===== src/rtl/sta_mirror_arb.sv =====
// Write/read scheduler for the link status mirror RAM: post-reset clear, round-robin
// write-port sharing among status requesters, and host reads with optional clear-on-read.
module sta_mirror_arb #(
  parameter int NUM_REQ    = 4,
  parameter int ADDR_WIDTH = 4,
  parameter int DATA_WIDTH = 64
) (
  input  logic                          clk,
  input  logic                          rst_n,
  input  logic [NUM_REQ-1:0]            req_vld,
  output logic [NUM_REQ-1:0]            req_rdy,
  input  logic [NUM_REQ-1:0]            req_merge,
  input  logic [NUM_REQ*ADDR_WIDTH-1:0] req_addr,
  input  logic [NUM_REQ*DATA_WIDTH-1:0] req_data,
  input  logic                          host_rd_req,
  output logic                          host_rd_rdy,
  input  logic [ADDR_WIDTH-1:0]         host_rd_addr,
  input  logic                          host_rd_clr,
  output logic                          host_rd_vld,
  output logic [DATA_WIDTH-1:0]         host_rd_data,
  output logic                          init_done,
  output logic                          ram_wr_en,
  output logic [ADDR_WIDTH-1:0]         ram_wr_addr,
  output logic [DATA_WIDTH-1:0]         ram_wr_data,
  output logic [ADDR_WIDTH-1:0]         ram_rd_addr,
  input  logic [DATA_WIDTH-1:0]         ram_rd_data
);

  localparam int PTR_W = $clog2(NUM_REQ);
  localparam logic [ADDR_WIDTH-1:0] LAST_ADDR = '1;

  typedef enum logic {INIT, RUN} state_e;

  state_e                  state_q;
  logic [ADDR_WIDTH-1:0]   cnt_q;
  logic [PTR_W-1:0]        ptr_q, ptr_d;
  logic                    init_done_q;
  logic                    host_rd_vld_q;
  logic [DATA_WIDTH-1:0]   host_rd_data_q;

  logic                    run, host_acc, host_clr, gnt_found;
  logic [PTR_W-1:0]        gnt_idx, cand;
  logic [NUM_REQ-1:0]      elig;
  logic [ADDR_WIDTH-1:0]   addr_a [NUM_REQ];
  logic [DATA_WIDTH-1:0]   data_a [NUM_REQ];

  for (genvar i = 0; i < NUM_REQ; i++) begin : g_unpack
    assign addr_a[i] = req_addr[i*ADDR_WIDTH +: ADDR_WIDTH];
    assign data_a[i] = req_data[i*DATA_WIDTH +: DATA_WIDTH];
  end

  assign run         = (state_q == RUN);
  assign host_rd_rdy = run;
  assign host_rd_vld = host_rd_vld_q;
  assign host_rd_data = host_rd_data_q;
  assign init_done   = init_done_q;

  // Merge requesters need the read port, so they yield to any host read this cycle.
  always_comb begin
    host_acc  = run && host_rd_req;
    host_clr  = host_acc && host_rd_clr;
    elig      = '0;
    if (run && !host_clr)
      elig = req_vld & (~req_merge | {NUM_REQ{!host_acc}});
    gnt_found = 1'b0;
    gnt_idx   = '0;
    cand      = '0;
    for (int unsigned k = 0; k < NUM_REQ; k++) begin
      cand = PTR_W'((int'(ptr_q) + int'(k)) % NUM_REQ);
      if (!gnt_found && elig[cand]) begin
        gnt_found = 1'b1;
        gnt_idx   = cand;
      end
    end
    req_rdy = '0;
    for (int unsigned i = 0; i < NUM_REQ; i++)
      req_rdy[i] = gnt_found && (gnt_idx == PTR_W'(i));
    ptr_d = ptr_q;
    if (gnt_found)
      ptr_d = (gnt_idx == PTR_W'(NUM_REQ - 1)) ? '0 : gnt_idx + 1'b1;
  end

  always_comb begin
    ram_rd_addr = addr_a[gnt_idx];
    if (host_acc)
      ram_rd_addr = host_rd_addr;
  end

  // Kept apart from the grant logic: write data depends on the RAM's async read of ram_rd_addr.
  always_comb begin
    ram_wr_en   = 1'b0;
    ram_wr_addr = addr_a[gnt_idx];
    ram_wr_data = '0;
    if (!run) begin
      ram_wr_en   = 1'b1;
      ram_wr_addr = cnt_q;
    end else if (host_clr) begin
      ram_wr_en   = 1'b1;
      ram_wr_addr = host_rd_addr;
    end else if (gnt_found) begin
      ram_wr_en   = 1'b1;
      ram_wr_data = req_merge[gnt_idx] ? (ram_rd_data | data_a[gnt_idx]) : data_a[gnt_idx];
    end
  end

  always_ff @(posedge clk or negedge rst_n) begin
    if (!rst_n) begin
      state_q        <= INIT;
      cnt_q          <= '0;
      ptr_q          <= '0;
      init_done_q    <= 1'b0;
      host_rd_vld_q  <= 1'b0;
      host_rd_data_q <= '0;
    end else begin
      host_rd_vld_q <= host_acc;
      if (host_acc)
        host_rd_data_q <= ram_rd_data;
      ptr_q <= ptr_d;
      if (state_q == INIT) begin
        cnt_q <= cnt_q + 1'b1;
        if (cnt_q == LAST_ADDR) begin
          state_q     <= RUN;
          init_done_q <= 1'b1;
        end
      end
    end
  end

endmodule


===== config.mk =====
export PLATFORM = sky130hd
export DESIGN_NAME = sta_mirror_arb
export DESIGN_NICKNAME = d
export VERILOG_FILES = /design/src/rtl/sta_mirror_arb.sv
export SDC_FILE = /design/constraint.sdc
export NUM_CORES = 1
export LEC_CHECK = 0
export CELL_PAD_IN_SITES_DETAIL_PLACEMENT = 1
export CELL_PAD_IN_SITES_GLOBAL_PLACEMENT = 2
export CORE_AREA = 3 3 194 196
export DETAILED_ROUTE_END_ITERATION = 16
export DIE_AREA = 0 0 197 199
export PLACE_DENSITY_LB_ADDON = 0.1
export RECOVER_POWER = 25
export SLEW_MARGIN = 0
export SYNTH_ARGS = -nofsm -noshare
export SYNTH_HDL_FRONTEND = slang
export SYNTH_SLANG_ARGS = --single-unit
export TNS_END_PERCENT = 5

===== constraint.sdc =====
create_clock -name clk -period 7.8 [get_ports clk]
set_input_delay 1.56 -clock clk [delete_from_list [all_inputs] [get_ports clk]]
set_output_delay 1.56 -clock clk [all_outputs]
set_load 0.05 [all_outputs]

==> reports/summary.log <==
qor: outcome.run_status complete, but fails checks
qor: drt.number_of_design_rule_violations_left_after_detail_routing 0
qor: run.drv_cap 1
qor: floorplanning.starting_density_of_the_core 0.187
qor: logic_synthesis.syn_avg_cell_area 9.22 um2
qor: floorplanning.placementRows 70
qor: clocking.clock_tree.root_cell sky130_fd_sc_hd__clkbuf_16
qor: pwr.internal-power 1.42 mW
qor: global_route.antenna_found_initial 4
qor: pwr.seq_power_share 0.159
qor: setup_path.cp_data_arrival_time 5.18 ns
qor: global_route.overflow 0
qor: pwr.powerDensity 224 nW/um2
qor: global_route.groute.layer.met2.usage 0.311
qor: clocking.cts-htree-levels 3
qor: global_route.grt-busiest-layer met2
qor: timing.grt_setup_unrepaired no
qor: logic_synthesis.area_leader_netlist sky130_fd_sc_hd__dfrtp_1
qor: hold_path.min_path_type reg -> reg
qor: logic_synthesis.post_synthesis_sequential_area_ratio 0.270
qor: floorplanning.die_area 39200 um2
qor: layout.stdcell_count 1672
qor: global_route.grt_start_max_net_pins 74
qor: timing.clock.fmax 148 MHz
qor: place.placed_cells_incl_taps 1655
qor: logic_synthesis.synth.yosys.warnings 0
qor: outcome.failed_checks capacitance limit, slew limit
qor: pwr.comb_power_share 0.689
qor: timing.period_share 0.864
qor: pwr.power.ir.vdd_worst 0.0848 mV
qor: floorplanning.die_w 197 um
qor: pwr.leakage 5.19 nW
qor: setup_path.crit_path_start_kind input pin
qor: clocking.cts_hold_buffers 0
qor: clocking.tritoncts_clock_tree done
qor: timing.setup_viol 0
qor: clocking.cts_buffers 9
qor: layout.share_of_layout_cells_above_drive_strength_1 0.149
qor: timing.slew-limit-headroom -1.73
qor: global_route.grt_use_total 0.170
qor: drt.drt_wl_total 35100 um
qor: logic_synthesis.synthesis.area 6770 um2
qor: logic_synthesis.synth_nets 1091
qor: drt.detailedRoute.firstPassIterationCount 4
qor: logic_synthesis.synth_largest_type_area_fraction 0.270
qor: drt.dr_total_vias 7247
qor: global_route.grtUsageMet3 0.0554
qor: clocking.clockBufferDepth 2
qor: timing.period_minus_slack 6.74 ns
qor: timing.finalSetupTns 0 ns
qor: layout.layout.nets 1555
qor: clocking.post_cts_buffers 0
qor: clocking.number_of_sinks_on_the_clock_net 73
qor: drt.via_per_inst 4.33
qor: drt.routedWlPerCell 21.0 um
qor: clocking.clkLatencyLatePin 0.35 ns
qor: timing.timing.clock.skew 0.00622 ns
qor: clocking.post_cts.resized_instances 0
qor: global_route.first_global_vias 7729
qor: pwr.switching_share 0.481
qor: place.gp_routability_congestion 0.759
qor: clocking.worst_setup_hold_path_clk_slew 0.06 ns
qor: timing.report.final.hold_viol_count 0
qor: floorplanning.num_io_pins 496
qor: setup_path.crit_path_max_fanout 62
qor: logic_synthesis.netlist_instances 734
qor: drt.drt.antenna.violating_nets 0
qor: pwr.power_frac_clock 0.152
qor: pwr.p_switching 1.32 mW
qor: setup_path.critical_path_class in -> out
qor: floorplanning.core_area 36300 um2
qor: place.hpwlAfterDp 28100 um
qor: logic_synthesis.post_synth_num_cell_types 39
qor: floorplanning.die_h 199 um
qor: place.port_buffers 495
qor: setup_path.crit_path_end_kind output pin
qor: logic_synthesis.synth.ff_latch_count 73
qor: logic_synthesis.synth_enable_flop_cells 0
qor: timing.tightest_slew 4.09 ns
qor: drt.drt_initial_violations 195
qor: layout.area_growth_syn_to_layout 81.2%
qor: logic_synthesis.synth-async-reset-ratio 1.00
qor: global_route.grt_first_pass_wirelength 50500 um
qor: logic_synthesis.ys_top_cells_by_area sky130_fd_sc_hd__dfrtp_1, sky130_fd_sc_hd__mux2i_1, sky130_fd_sc_hd__nand2_1, sky130_fd_sc_hd__o22ai_2, sky130_fd_sc_hd__mux2_2
qor: global_route.met1_usage_grt 0.195
qor: logic_synthesis.synth_top_flop_cell sky130_fd_sc_hd__dfrtp_1
qor: timing.slew_viol_final 69
qor: setup_path.timing.critical_path.required 6.24 ns
-- routing by layer --
| metal | vias up | wire, um | part of all wire |
|---|---|---|---|
| li1 | 3475 | - | - |
| met1 | 3470 | 14000 | 0.40 |
| met2 | 272 | 17900 | 0.51 |
| met3 | 24 | 2840 | 0.081 |
| met4 | 6 | 378 | 0.011 |
| met5 | - | 41 | 0.0012 |
-- worst paths after layout --
check / startpoint / end / slack, ns / cells past startpoint
setup / recovery: host_rd_clr / ram_wr_data[35] / 1.06 / 11
hold / removal: host_rd_data[18] / host_rd_data[18] / 0.47 / 2
setup reg to reg: host_rd_rdy / ptr_q[1] / 5.11 / 8
hold reg to reg: host_rd_data[18] / host_rd_data[18] / 0.47 / 2
max in group asynchronous: rst_n / host_rd_data[52] / 2.52 / 2
min in group asynchronous: rst_n / host_rd_data[20] / 1.06 / 1
-- logic make-up after synthesis --
family | synth area share
AND/OR/NAND/NOR | 0.173
multiplexers | 0.325
AO/OA/AOI/OAI | 0.139
flip-flops | 0.270
buffers and inverters | 0.0806
adder cells (fa/ha/maj) | 0.00925
XOR/XNOR | 0.00388
-- synth_stat cells, types with 4 or more instances --
| cell | n |
|---|---|
| sky130_fd_sc_hd__ha_1 | 5 |
| sky130_fd_sc_hd__mux2_4 | 7 |
| sky130_fd_sc_hd__mux2_2 | 63 |
| sky130_fd_sc_hd__nand2_1 | 271 |
| sky130_fd_sc_hd__nand3_1 | 4 |
| sky130_fd_sc_hd__o21ai_1 | 9 |
| sky130_fd_sc_hd__buf_6 | 7 |
| sky130_fd_sc_hd__buf_12 | 11 |
| sky130_fd_sc_hd__and2_1 | 4 |
| sky130_fd_sc_hd__buf_2 | 8 |
| sky130_fd_sc_hd__o22ai_2 | 64 |
| sky130_fd_sc_hd__inv_1 | 6 |
| sky130_fd_sc_hd__mux2i_1 | 138 |
| sky130_fd_sc_hd__dfrtp_1 | 73 |
| sky130_fd_sc_hd__clkbuf_1 | 25 |
| sky130_fd_sc_hd__buf_1 | 4 |
-- power groups by stage --
| stage | Sequential (mW) | Clock [mW] | Combinational (mW) |
|---|---|---|---|
| global placement | 0.442 | 0 | 1.91 |
| CTS | 0.437 | 0.441 | 1.92 |
| finish | 0.436 | 0.417 | 1.89 |
| floorplan | 0.545 | 0 | 1.20 |
| detailed placement | 0.444 | 0 | 1.92 |
| global route | 0.441 | 0.454 | 1.99 |
-- per-stage QoR --
stage / util / hold slack, ns / instance area, um2 / power (mW) / setup WS, ns
after floorplan: - / 0.459 / 6770 / 1.74 / 2.42
after global placement: 0.330 / 0.458 / 12000 / 2.36 / 1.10
after detailed placement: 0.330 / 0.463 / 12000 / 2.36 / 1.03
after CTS: 0.338 / 0.479 / 12300 / 2.80 / 1.02
after global routing: 0.338 / 0.501 / 12300 / 2.89 / 0.867
final: 0.338 / 0.474 / 12300 / 2.74 / 1.06
-- sequential cells by signal, indices dropped and copies added (netlist names) --
| name | flops |
|---|---|
| cnt_q | 4 |
| host_rd_rdy | 1 |
| init_done | 1 |
| host_rd_vld | 1 |
| ptr_q | 2 |
| host_rd_data | 64 |
-- cells in the final DEF (no fill, tap or decap), types with 3 or more instances in the layout --
cell type,n
sky130_fd_sc_hd__o221ai_1,3
sky130_fd_sc_hd__mux2_2,62
sky130_fd_sc_hd__inv_1,5
sky130_fd_sc_hd__dfrtp_1,73
sky130_fd_sc_hd__clkdlybuf4s50_1,494
sky130_fd_sc_hd__clkinv_4,3
sky130_fd_sc_hd__mux2i_1,138
sky130_fd_sc_hd__clkbuf_16,9
sky130_fd_sc_hd__xnor2_1,3
sky130_fd_sc_hd__nand3_1,4
sky130_fd_sc_hd__and2_1,4
sky130_fd_sc_hd__nand2_1,270
sky130_fd_sc_hd__o21ai_1,9
sky130_fd_sc_hd__ha_1,5
sky130_fd_sc_hd__mux2_4,8
sky130_fd_sc_hd__buf_12,3
sky130_fd_sc_hd__o22ai_2,64
sky130_fd_sc_hd__buf_4,14
-- area by class of cell --
type / instances / area [um2]
diodes: 1 / 2.50
clock buffers: 9 / 225
clock inverters: 7 / 62.6
fillers: 4227 / 24000
inverters: 7 / 27.5
multi-input cells: 594 / 4410
flip-flops and latches: 73 / 1830
well taps: 468 / 586
repair buffers: 513 / 5120
-- critical path, cell delays in order --
cell and delay [ns]:
sky130_fd_sc_hd__clkdlybuf4s50_1 0.52, sky130_fd_sc_hd__o21ai_2 0.20, sky130_fd_sc_hd__and3_2 0.24, sky130_fd_sc_hd__a211oi_2 0.06
sky130_fd_sc_hd__nor3_4 0.48, sky130_fd_sc_hd__buf_12 0.39, sky130_fd_sc_hd__buf_4 0.27, sky130_fd_sc_hd__mux2i_1 0.09
sky130_fd_sc_hd__mux2_2 0.27, sky130_fd_sc_hd__o22ai_2 0.13, sky130_fd_sc_hd__clkdlybuf4s50_1 0.85
Note: power is estimated with default switching activity, not from simulation.
